File: config.mk
export PLATFORM = sky130hd
export DESIGN_NAME = thread_pc_gen
export DESIGN_NICKNAME = d
export VERILOG_FILES = /design/src/rtl/thread_pc_gen_pkg.sv /design/src/rtl/thread_pc_gen_rr_arbiter.sv /design/src/rtl/thread_pc_gen.sv
export SDC_FILE = /design/constraint.sdc
export NUM_CORES = 1
export LEC_CHECK = 0
export CAP_MARGIN = 15
export CORE_MARGIN = 10
export CORE_UTILIZATION = 48
export CTS_CLUSTER_DIAMETER = 50
export DETAILED_ROUTE_END_ITERATION = 10
export PLACE_DENSITY = 0.68
export SLEW_MARGIN = 40
export SYNTH_ARGS = -nofsm -noshare
export SYNTH_HDL_FRONTEND = slang
export SYNTH_SLANG_ARGS = --single-unit
File: constraint.sdc
create_clock -name clk -period 2.8 [get_ports clk]
set_input_delay 0.42 -clock clk [delete_from_list [all_inputs] [get_ports clk]]
set_output_delay 0.42 -clock clk [all_outputs]
set_load 0.005 [all_outputs]
File: src/rtl/thread_pc_gen_pkg.sv
// Shared types and constants for the per-thread PC generator.
// The exception entry address and thread states are defined here so every unit agrees on them.
package thread_pc_gen_pkg;

    localparam int unsigned DEF_NUM_THREAD = 4;
    localparam int unsigned DEF_TID_W      = $clog2(DEF_NUM_THREAD);
    localparam logic [31:0] HANDLER        = 32'h0000_8000;

    typedef enum logic [1:0] {
        IDLE = 2'd0,
        RUN  = 2'd1,
        HOLD = 2'd2
    } thread_state_e;

    // Word-addressed PC, wraps modulo 2^32.
    function automatic logic [31:0] pc_inc(input logic [31:0] pc);
        return pc + 32'd1;
    endfunction

endpackage

File: src/rtl/thread_pc_gen_rr_arbiter.sv
// Round-robin arbiter: grants the first requester at or after i_ptr, wrapping modulo N.
// N must be a power of two so the W-bit index arithmetic wraps naturally.
module rr_arbiter #(
    parameter int unsigned N = 4,
    parameter int unsigned W = $clog2(N)
) (
    input  logic [N-1:0] i_req,
    input  logic [W-1:0] i_ptr,
    output logic [N-1:0] o_grant,
    output logic [W-1:0] o_sel,
    output logic         o_any
);

    logic [W-1:0] w_idx;

    always_comb begin
        // NOTE: every variable is given a value before any conditional so no latch is inferred.
        o_sel = '0;
        o_any = 1'b0;
        w_idx = '0;
        // Walk from the farthest offset down so the nearest requester overwrites last.
        for (int k = N - 1; k >= 0; k--) begin
            w_idx = i_ptr + W'(k);
            if (i_req[w_idx]) begin
                o_sel = w_idx;
                o_any = 1'b1;
            end
        end
        o_grant = o_any ? (N'(1) << o_sel) : '0;
    end

endmodule

File: src/rtl/thread_pc_gen.sv
// Per-thread PC generator: round-robin fetch selection over RUN threads,
// redirect handling (exception/jump) with one-cycle flush pulses.
module thread_pc_gen
    import thread_pc_gen_pkg::*;
#(
    parameter int unsigned NUM_THREAD = DEF_NUM_THREAD,
    parameter int unsigned TID_W      = $clog2(NUM_THREAD),
    parameter logic [31:0] RESET_PC   = 32'h0000_0000
) (
    input  logic                  clk,
    input  logic                  rst_n,
    input  logic                  start_en,
    input  logic [TID_W-1:0]      start_tid,
    input  logic [31:0]           start_pc,
    input  logic                  kill_en,
    input  logic [TID_W-1:0]      kill_tid,
    input  logic                  jmp_en,
    input  logic [TID_W-1:0]      jmp_tid,
    input  logic [31:0]           jmp_pc,
    input  logic                  exc_en,
    input  logic [TID_W-1:0]      exc_tid,
    input  logic                  stall,
    output logic                  fetch_valid,
    output logic [31:0]           fetch_pc,
    output logic [TID_W-1:0]      fetch_tid,
    output logic                  flush_valid,
    output logic [TID_W-1:0]      flush_tid,
    output logic [NUM_THREAD-1:0] thread_active
);

    thread_state_e          r_state [NUM_THREAD];
    logic [31:0]            r_pc    [NUM_THREAD];
    logic [TID_W-1:0]       r_rr_ptr;
    logic                   r_fetch_valid;
    logic [31:0]            r_fetch_pc;
    logic [TID_W-1:0]       r_fetch_tid;
    logic                   r_flush_valid;
    logic [TID_W-1:0]       r_flush_tid;
    logic                   r_pend_valid;
    logic [TID_W-1:0]       r_pend_tid;

    logic [NUM_THREAD-1:0]  w_active;
    logic [NUM_THREAD-1:0]  w_kill;
    logic [NUM_THREAD-1:0]  w_exc;
    logic [NUM_THREAD-1:0]  w_jmp;
    logic [NUM_THREAD-1:0]  w_start;
    logic [NUM_THREAD-1:0]  w_req;
    logic [NUM_THREAD-1:0]  w_grant;
    logic [TID_W-1:0]       w_sel;
    logic                   w_any;
    logic                   w_load;
    logic                   w_fire;
    logic                   w_exc_any;
    logic                   w_jmp_any;
    logic                   w_held_hit;

    // Per-thread event decode with same-thread priority kill > exc > jmp > start.
    always_comb begin
        w_active = '0;
        w_kill   = '0;
        w_exc    = '0;
        w_jmp    = '0;
        w_start  = '0;
        w_req    = '0;
        for (int i = 0; i < NUM_THREAD; i++) begin
            w_active[i] = (r_state[i] != IDLE);
            w_kill[i]   = kill_en && (kill_tid == TID_W'(i));
            w_exc[i]    = exc_en && (exc_tid == TID_W'(i)) && w_active[i] && !w_kill[i];
            w_jmp[i]    = jmp_en && (jmp_tid == TID_W'(i)) && w_active[i] && !w_kill[i] && !w_exc[i];
            w_start[i]  = start_en && (start_tid == TID_W'(i)) && !w_active[i] && !w_kill[i];
            // Threads redirected or killed this cycle must not be fetched from their stale PC.
            w_req[i]    = (r_state[i] == RUN) && !w_kill[i] && !w_exc[i] && !w_jmp[i];
        end
    end

    rr_arbiter #(
        .N (NUM_THREAD),
        .W (TID_W)
    ) u_arb (
        .i_req   (w_req),
        .i_ptr   (r_rr_ptr),
        .o_grant (w_grant),
        .o_sel   (w_sel),
        .o_any   (w_any)
    );

    assign w_load     = !r_fetch_valid || !stall;
    assign w_fire     = w_load && w_any;
    assign w_exc_any  = |w_exc;
    assign w_jmp_any  = |w_jmp;
    assign w_held_hit = w_kill[r_fetch_tid] || w_exc[r_fetch_tid] || w_jmp[r_fetch_tid];

    // Thread state and PC array.
    // NOTE: sequential state uses non-blocking assignments so every register samples pre-edge values.
    always_ff @(posedge clk or negedge rst_n) begin
        if (!rst_n) begin
            // NOTE: the PC array is architectural boot state, so it is reset rather than left undefined.
            for (int i = 0; i < NUM_THREAD; i++) begin
                r_state[i] <= IDLE;
                r_pc[i]    <= '0;
            end
            r_state[0] <= RUN;
            r_pc[0]    <= RESET_PC;
        end else begin
            for (int i = 0; i < NUM_THREAD; i++) begin
                if (w_kill[i]) begin
                    r_state[i] <= IDLE;
                end else if (w_exc[i]) begin
                    r_pc[i]    <= HANDLER;
                    r_state[i] <= HOLD;
                end else if (w_jmp[i]) begin
                    r_pc[i]    <= jmp_pc;
                    r_state[i] <= HOLD;
                end else if (w_start[i]) begin
                    r_pc[i]    <= start_pc;
                    r_state[i] <= RUN;
                end else begin
                    if (r_state[i] == HOLD) begin
                        r_state[i] <= RUN;
                    end
                    if (w_fire && w_grant[i]) begin
                        r_pc[i] <= pc_inc(r_pc[i]);
                    end
                end
            end
        end
    end

    // Fetch request register and round-robin pointer.
    always_ff @(posedge clk or negedge rst_n) begin
        if (!rst_n) begin
            r_fetch_valid <= 1'b0;
            r_fetch_pc    <= '0;
            r_fetch_tid   <= '0;
            r_rr_ptr      <= '0;
        end else if (w_load) begin
            if (w_any) begin
                r_fetch_valid <= 1'b1;
                r_fetch_pc    <= r_pc[w_sel];
                r_fetch_tid   <= w_sel;
                r_rr_ptr      <= w_sel + TID_W'(1);
            end else begin
                r_fetch_valid <= 1'b0;
            end
        end else if (w_held_hit) begin
            // A held request for a redirected or killed thread is stale; withdraw it.
            r_fetch_valid <= 1'b0;
        end
    end

    // Flush pulses: exception first, a simultaneous jump on another thread waits one cycle.
    // With one pending entry, a new exc+jmp pair arriving while an entry waits replaces it.
    always_ff @(posedge clk or negedge rst_n) begin
        if (!rst_n) begin
            r_flush_valid <= 1'b0;
            r_flush_tid   <= '0;
            r_pend_valid  <= 1'b0;
            r_pend_tid    <= '0;
        end else begin
            r_flush_valid <= w_exc_any || w_jmp_any || r_pend_valid;
            if (w_exc_any) begin
                r_flush_tid <= exc_tid;
            end else if (w_jmp_any) begin
                r_flush_tid <= jmp_tid;
            end else if (r_pend_valid) begin
                r_flush_tid <= r_pend_tid;
            end
            if (w_exc_any && w_jmp_any) begin
                r_pend_valid <= 1'b1;
                r_pend_tid   <= jmp_tid;
            end else if (!w_exc_any && !w_jmp_any) begin
                r_pend_valid <= 1'b0;
            end
        end
    end

    assign fetch_valid   = r_fetch_valid;
    assign fetch_pc      = r_fetch_pc;
    assign fetch_tid     = r_fetch_tid;
    assign flush_valid   = r_flush_valid;
    assign flush_tid     = r_flush_tid;
    assign thread_active = w_active;

endmodule

==> results of run 1 <==
==> layer usage <==
layer  GRT usage, %  vias up  part of all wire [%]
met5              0        -                 0.024
met1           42.5     6838                    41
met2           44.4      944                    43
met3           9.25      108                    13
met4           9.62        2                   2.4
li1               -     6515                     -
==> cells in the mapped netlist (18+ instances only) <==
cell / count
nand2_1: 234
a21oi_1: 216
dfrtp_1: 178
nor2_1: 155
o21ai_0: 137
clkbuf_1: 76
mux2i_1: 67
nand3_1: 51
mux2_2: 46
nand4_1: 33
o31ai_1: 33
a31oi_1: 32
xnor2_1: 29
nor3_1: 26
a211oi_1: 25
and4_1: 21
and3_1: 20
inv_1: 20
xor2_1: 20
buf_2: 18
==> flip-flops by register name, summed over array words and instances (netlist names) <==
name          cells
r_pc            128
fetch_pc         32
r_state           8
fetch_tid         2
flush_tid         2
r_pend_tid        2
r_rr_ptr          2
fetch_valid       1
flush_valid       1
r_pend_valid      1
==> critical path: cells and delay by family <==
family                 cells  cell delay (ns)
muxes                      2             0.68
AOI/OAI and AO/OA          2             0.39
and+or+nand+nor            3             0.58
buffers and inverters      4             1.07
==> cells by family after synthesis <==
logic type / Yosys count
flip-flops: 179
AO/OA/AOI/OAI: 566
XOR/XNOR: 49
multiplexers: 117
buffers and inverters: 131
AND/OR/NAND/NOR: 611
adder cells (fa/ha/maj): 7
==> final cells by class <==
class / count / area [um^2] / share of cell area, %
clock inverters: 13 / 163 / 0.985
repair buffers: 293 / 2780 / 16.8
inverters: 21 / 78.8 / 0.477
flip-flops and latches: 179 / 4480 / 27.1
multi-input cells: 1350 / 8150 / 49.3
clock buffers: 19 / 443 / 2.68
well taps: 341 / 427 / 2.58
diodes: 2 / 5.00 / 0.0303
==> through the flow <==
stage	TNS (ns)	utilization (%)	worst slack [ns]
after CTS	0	61.1	0.0237
after floorplan	0	-	0.167
after global placement	-30.93	58.8	-0.385
after detailed placement	-41.64	58.8	-0.486
after global routing	-0.234	61.3	-0.0791
final	-0.0306	61.3	-0.0306
==> power by group through the flow <==
stage	sequential (uW)	clock, uW	combinational [uW]
floorplan	4810	0	5920
global placement	5220	0	9460
detailed placement	5260	0	9640
CTS	5220	2590	9700
global route	5460	2700	10700
finish	5320	2590	9900
==> path summary, 6_finish.rpt <==
kind	end	from	depth (start not counted)
worst max-delay path	fetch_pc[27]	jmp_tid[1]	11
min in group asynchronous	r_pc[59]	rst_n	2
worst min register to register	fetch_pc[23]	fetch_pc[23]	2
worst max register to register	fetch_pc[27]	r_state[6]	10
max in group asynchronous	r_state[6]	rst_n	3
worst min-delay path	fetch_pc[23]	fetch_pc[23]	2
==> repair_timing <==
item / 4_1_cts / 5_1_grt
buffers inserted: 0 / 1
hold buffers: 1 / 0
pin swaps: 0 / 1
cloned: 0 / 0
endpoints found under the hold margin: 51 / 0
setup endpoints to repair: 1 / 18
gates resized for setup: 1 / 7
==> results.json, run 1 <==
{
  "slew_headroom_pct": 42.4,
  "die_w_um": 185,
  "p_switching_uw": 7870,
  "fin_area_um2": 16500,
  "cts_sinks": 179,
  "ioPinCount": 121,
  "synth_fp_nets": 1745,
  "netlist.area_leader.share_pct": 34.0,
  "drv_slew": 0,
  "clk_pin_slew_ns": 0.08,
  "synth_area_um2": 13100,
  "dp_cells": 2182,
  "synthDistinctLibCells": 78,
  "muxShareOfSynthArea_pct": 9.49,
  "setup_viol": 1,
  "failed_checks": "negative setup slack",
  "crit_path_start_kind": "input port",
  "arrival_ns": 3.15,
  "yosys.area_share.simple_pct": 21.9,
  "grt_pass1_vias": 13300,
  "final-instance-count-excl-fill": 2218,
  "fill_cells": 2401,
  "viasPerCell": 6.50,
  "max_stage_delay_ns": 0.50,
  "drtIter0Drc": 1959,
  "ant_nets": 0,
  "syn_avg_cell_area_um2": 7.90,
  "grt_overflow": 0,
  "dpl_cell_area_um2": 15800,
  "worst-setup-path-type": "in2reg",
  "tightest_slew_ns": 0.861,
  "nNetsFinal": 1947,
  "switching_share_pct": 44.2,
  "wirelength_mm": 53.5,
  "drive_gt1_share_pct": 15.4,
  "path_cells": "clkdlybuf4s50_1, buf_4, nand3b_1, nand4_1, o211a_1, nor3_4, buf_4, buf_4, mux2i_1, mux2_2, o21ai_1",
  "hold_viol_final": 0,
  "grt_pass1_wl_mm": 80.8,
  "synth_top_family_by_area": "compound AO/OA/AOI/OAI gates",
  "crit_path_max_fanout": 7,
  "cap_viol_max_count": 0,
  "dp_hpwl_mm": 40.4,
  "ys_seq_elements": 179,
  "cts-root-buf": "clkbuf_16",
  "layout_common_cells": "234 x nand2_1, 216 x a21oi_1, 178 x dfrtp_1, 154 x nor2_1, 150 x buf_4",
  "core_area_um2": 27000,
  "clock_skew_ns": 0.0156,
  "power_frac_comb_pct": 55.6,
  "holdWs_ns": 0.478,
  "synth_edf_count": 0,
  "async_reset_ff_share_pct": 100,
  "fp.dieH_um": 185,
  "synth.largest_area_cell": "dfrtp_1",
  "areaGrowthSynthToFinish_pct": 25.9,
  "row_count": 60,
  "critPathSlowestCell": "clkdlybuf4s50_1",
  "ys_top_cells_by_area": "dfrtp_1 34%, a21oi_1 8.2%, nand2_1 6.7%, o21ai_0 5.2%, mux2i_1 5.1%",
  "antenna_found_initial": 3,
  "drc_errors": 0,
  "clockBufferDepth": 2,
  "p_int_uw": 9940,
  "io_buffer_count": 120,
  "ys.flop_type": "dfrtp_1",
  "cts_tree": "built",
  "vias": 14400,
  "fp.dieArea_um2": 34300,
  "power-per-cell-area_nw_per_um2": 1080,
  "power_uw": 17800,
  "period_needed_ns": 2.83,
  "ir_drop_uv": 491,
  "fin_ws_ns": -0.0306,
  "seqPwrFrac_pct": 29.9,
  "rrSetupSlack_ns": 0.04,
  "firstDrtPassIters": 6,
  "fmax_mhz": 353,
  "yosysSeqAreaShare_pct": 34.2,
  "rsz0062_at_grt": "yes",
  "synth_fa_ha_area_share_pct": 0.648,
  "status": "finished with violations",
  "grt_max_degree": 55,
  "yosys_warnings": 0,
  "worstSkewPairLatency_ns": 0.45,
  "avgRoutedWirePerCell_um": 24.1,
  "synth_xor_area_share_pct": 3.27,
  "hold_class": "reg2reg",
  "synth_compound_area_share_pct": 26.0,
  "finalCritPeriodShare_pct": 101,
  "clock_power_share_pct": 14.5,
  "p_leak_uw": 0.00685,
  "crit_path_end_kind": "flop",
  "start_util_pct": 48.7,
  "grt.total_usage_pct": 30.6,
  "cp_common_cell": "buf_4",
  "globalplace.congestion": 1.03,
  "numCtsBuffers": 17,
  "htree_num_levels": 4,
  "syn_inst": 1660,
  "mostFrequentLayoutCell": "nand2_1",
  "cp.required_ns": 3.12
}
Power figures use the tool's default switching activity.
==> run 2: changes to the inputs <==
- DONT_BUFFER_PORTS: not set -> 1
- PLACE_DENSITY: 0.68 -> 0.62
==> run 2 against run 1 <==
The flow finishes with violations (negative hold slack). Clock power is 2% lower. Count of clock-buffer cells in the layout is the same. Design area fell by 11%. Sequential power rose by 2%. Combinational power is 12% lower. Die area did not move. Non-clock buffer count down 194. Global-route usage is 0.74 points lower. Clock skew increased by 0.0026 ns. Sequential share of layout area increased by 3.4 points. Critical path type is now reg2reg. Critical endpoint is now fetch_pc[9]. Largest power group unchanged. Highest routed layer is now met4.
==> results.json, run 2 (same netlist as run 1, synthesis figures left out) <==
{
  "tightest_slew_ns": 0.751,
  "clk_pin_slew_ns": 0.08,
  "globalplace.congestion": 1.03,
  "antenna_found_initial": 1,
  "wirelength_mm": 52.5,
  "htree_num_levels": 4,
  "io_buffer_count": 0,
  "setup_tns_ns": 0,
  "crit_path_start_kind": "flop",
  "worstSkewPairLatency_ns": 0.45,
  "areaGrowthSynthToFinish_pct": 11.9,
  "slew_headroom_pct": 49.9,
  "period_needed_ns": 2.78,
  "p_int_uw": 9030,
  "clockBufferDepth": 2,
  "grt_max_degree": 180,
  "arrival_ns": 3.10,
  "grt_pass1_wl_mm": 77.9,
  "p_leak_uw": 0.00597,
  "avgRoutedWirePerCell_um": 26.0,
  "cp.required_ns": 3.12,
  "drc_errors": 0,
  "viasPerCell": 6.73,
  "critPathSlowestCell": "mux2i_1",
  "drv_slew": 0,
  "finalCritPeriodShare_pct": 99.2,
  "vias": 13600,
  "cts_sinks": 179,
  "rsz0062_at_grt": "no",
  "ir_drop_uv": 499,
  "cts_tree": "built",
  "cap_viol_max_count": 0,
  "clock_skew_ns": 0.0181,
  "mostFrequentLayoutCell": "nand2_1",
  "seqPwrFrac_pct": 32.6,
  "start_util_pct": 48.7,
  "setup_viol": 0,
  "row_count": 60,
  "firstDrtPassIters": 6,
  "ant_nets": 0,
  "power-per-cell-area_nw_per_um2": 1130,
  "final_util_pct": 54.5,
  "p_switching_uw": 7630,
  "fmax_mhz": 360,
  "grt.total_usage_pct": 29.9,
  "fp.dieH_um": 185,
  "switching_share_pct": 45.8,
  "power_frac_comb_pct": 52.2,
  "cts-root-buf": "clkbuf_16",
  "numCtsBuffers": 17,
  "holdWs_ns": -0.338,
  "dp_hpwl_mm": 38.6,
  "fill_cells": 2535,
  "layout_common_cells": "234 x nand2_1, 216 x a21oi_1, 178 x dfrtp_1, 152 x nor2_1, 136 x o21ai_0",
  "clock_power_share_pct": 15.2,
  "drtIter0Drc": 1973,
  "regMostFlops": "r_pc",
  "path_cells": "nor2b_1, nand4_1, o211a_1, nor3_4, buf_6, buf_12, mux2i_1, mux2_2, o21ai_1",
  "grt_overflow": 0,
  "failed_checks": "negative hold slack",
  "grt_pass1_vias": 12400,
  "crit_path_max_fanout": 10,
  "crit_path_end_kind": "flop",
  "core_area_um2": 27000,
  "hold_viol_final": 178,
  "largest_reg_flops": 128,
  "status": "finished with violations",
  "nNetsFinal": 1753,
  "fp.dieArea_um2": 34300,
  "antennaDiodeCount": 0,
  "worst-setup-path-type": "reg2reg",
  "die_w_um": 185,
  "max_stage_delay_ns": 0.42,
  "hold_class": "in2async",
  "drive_gt1_share_pct": 13.3,
  "ioPinCount": 121
}
run 2: cell count changes in the layout (fill, tap and decap cells not counted), moves of 3 or more:
cell             before  now
mux2i_1              65   57
inv_8                 4    1
mux2i_4               0    3
clkdlybuf4s50_1     119    0
buf_4               150   84
buf_12               21   13
mux2i_2               2    7
run 2: power by group through the flow:
stage	registers, uW	clock network [uW]	logic (uW)
global placement	5340	0	8130
finish	5420	2540	8690
CTS	5330	2540	8310
detailed placement	5360	0	8260
floorplan	4810	0	5920
global route	5580	2670	9420
run 2: per-stage QoR:
stage          area [um^2]  hold WS [ns]  std cells  power, uW  worst slack [ns]
6_report             14700        -0.338       2022      16700            0.0213
5_1_grt              14700        -0.357       2022      17700           0.00215
4_1_cts              14600        -0.343       2019      16200           -0.0111
3_5_place_dp         14000         0.137       1987      13600            -0.135
3_3_place_gp         14000         0.137       1987      13500            -0.112
2_1_floorplan        13100         0.124       1660      10700             0.167
run 2: critical path: cells and delay by family, from the launching register on:
family / cells / cell delay, ns
muxes: 2 / 0.67
DFF: 1 / 0.39
and+or+nand+nor: 3 / 0.74
AOI/OAI and AO/OA: 2 / 0.41
buffers and inverters: 2 / 0.42
run 2: final cells by class:
class,instances,area (um^2),area share [%]
Clock buffer,19,433,2.95
Clock inverter,13,148,1.01
Inverter,21,78.8,0.537
Multi-Input combinational cell,1350,8200,55.9
Sequential cell,179,4480,30.5
Tap cell,341,427,2.91
Timing Repair Buffer,99,913,6.22
run 2: worst paths after layout:
path | start | to | slack [ns] | cells after the start
max | r_state[5] | fetch_pc[9] | 0.02 | 9
min | rst_n | fetch_pc[28] | -0.34 | 0
max reg2reg | r_state[5] | fetch_pc[9] | 0.02 | 9
min reg2reg | fetch_pc[16] | fetch_pc[16] | 0.51 | 2
max in group asynchronous | rst_n | r_state[6] | 2.75 | 0
min in group clk | stall | fetch_valid | 0.11 | 2
run 2: repair_timing:
action | CTS | global route
setup buffers | 0 | 3
pin swaps | 0 | 1
gates resized for setup | 2 | 16
setup endpoints to repair | 4 | 28
hold endpoints to repair | 179 | 179
run 2: metal layers:
layer	wire (um)	global-route usage (%)	part of all wire, %	vias up
met1	21500	41.7	41	6500
li1	-	-	-	6127
met2	21900	41.6	42	886
met3	7810	11.4	15	95
met5	0	0	0	-
met4	1290	8.71	2.5	0
==> run 3: changes to the inputs <==
- CTS_CLUSTER_SIZE: not set -> 14
==> results of run 3 <==
Final layout, timing and power as in run 2 (identical DEF).
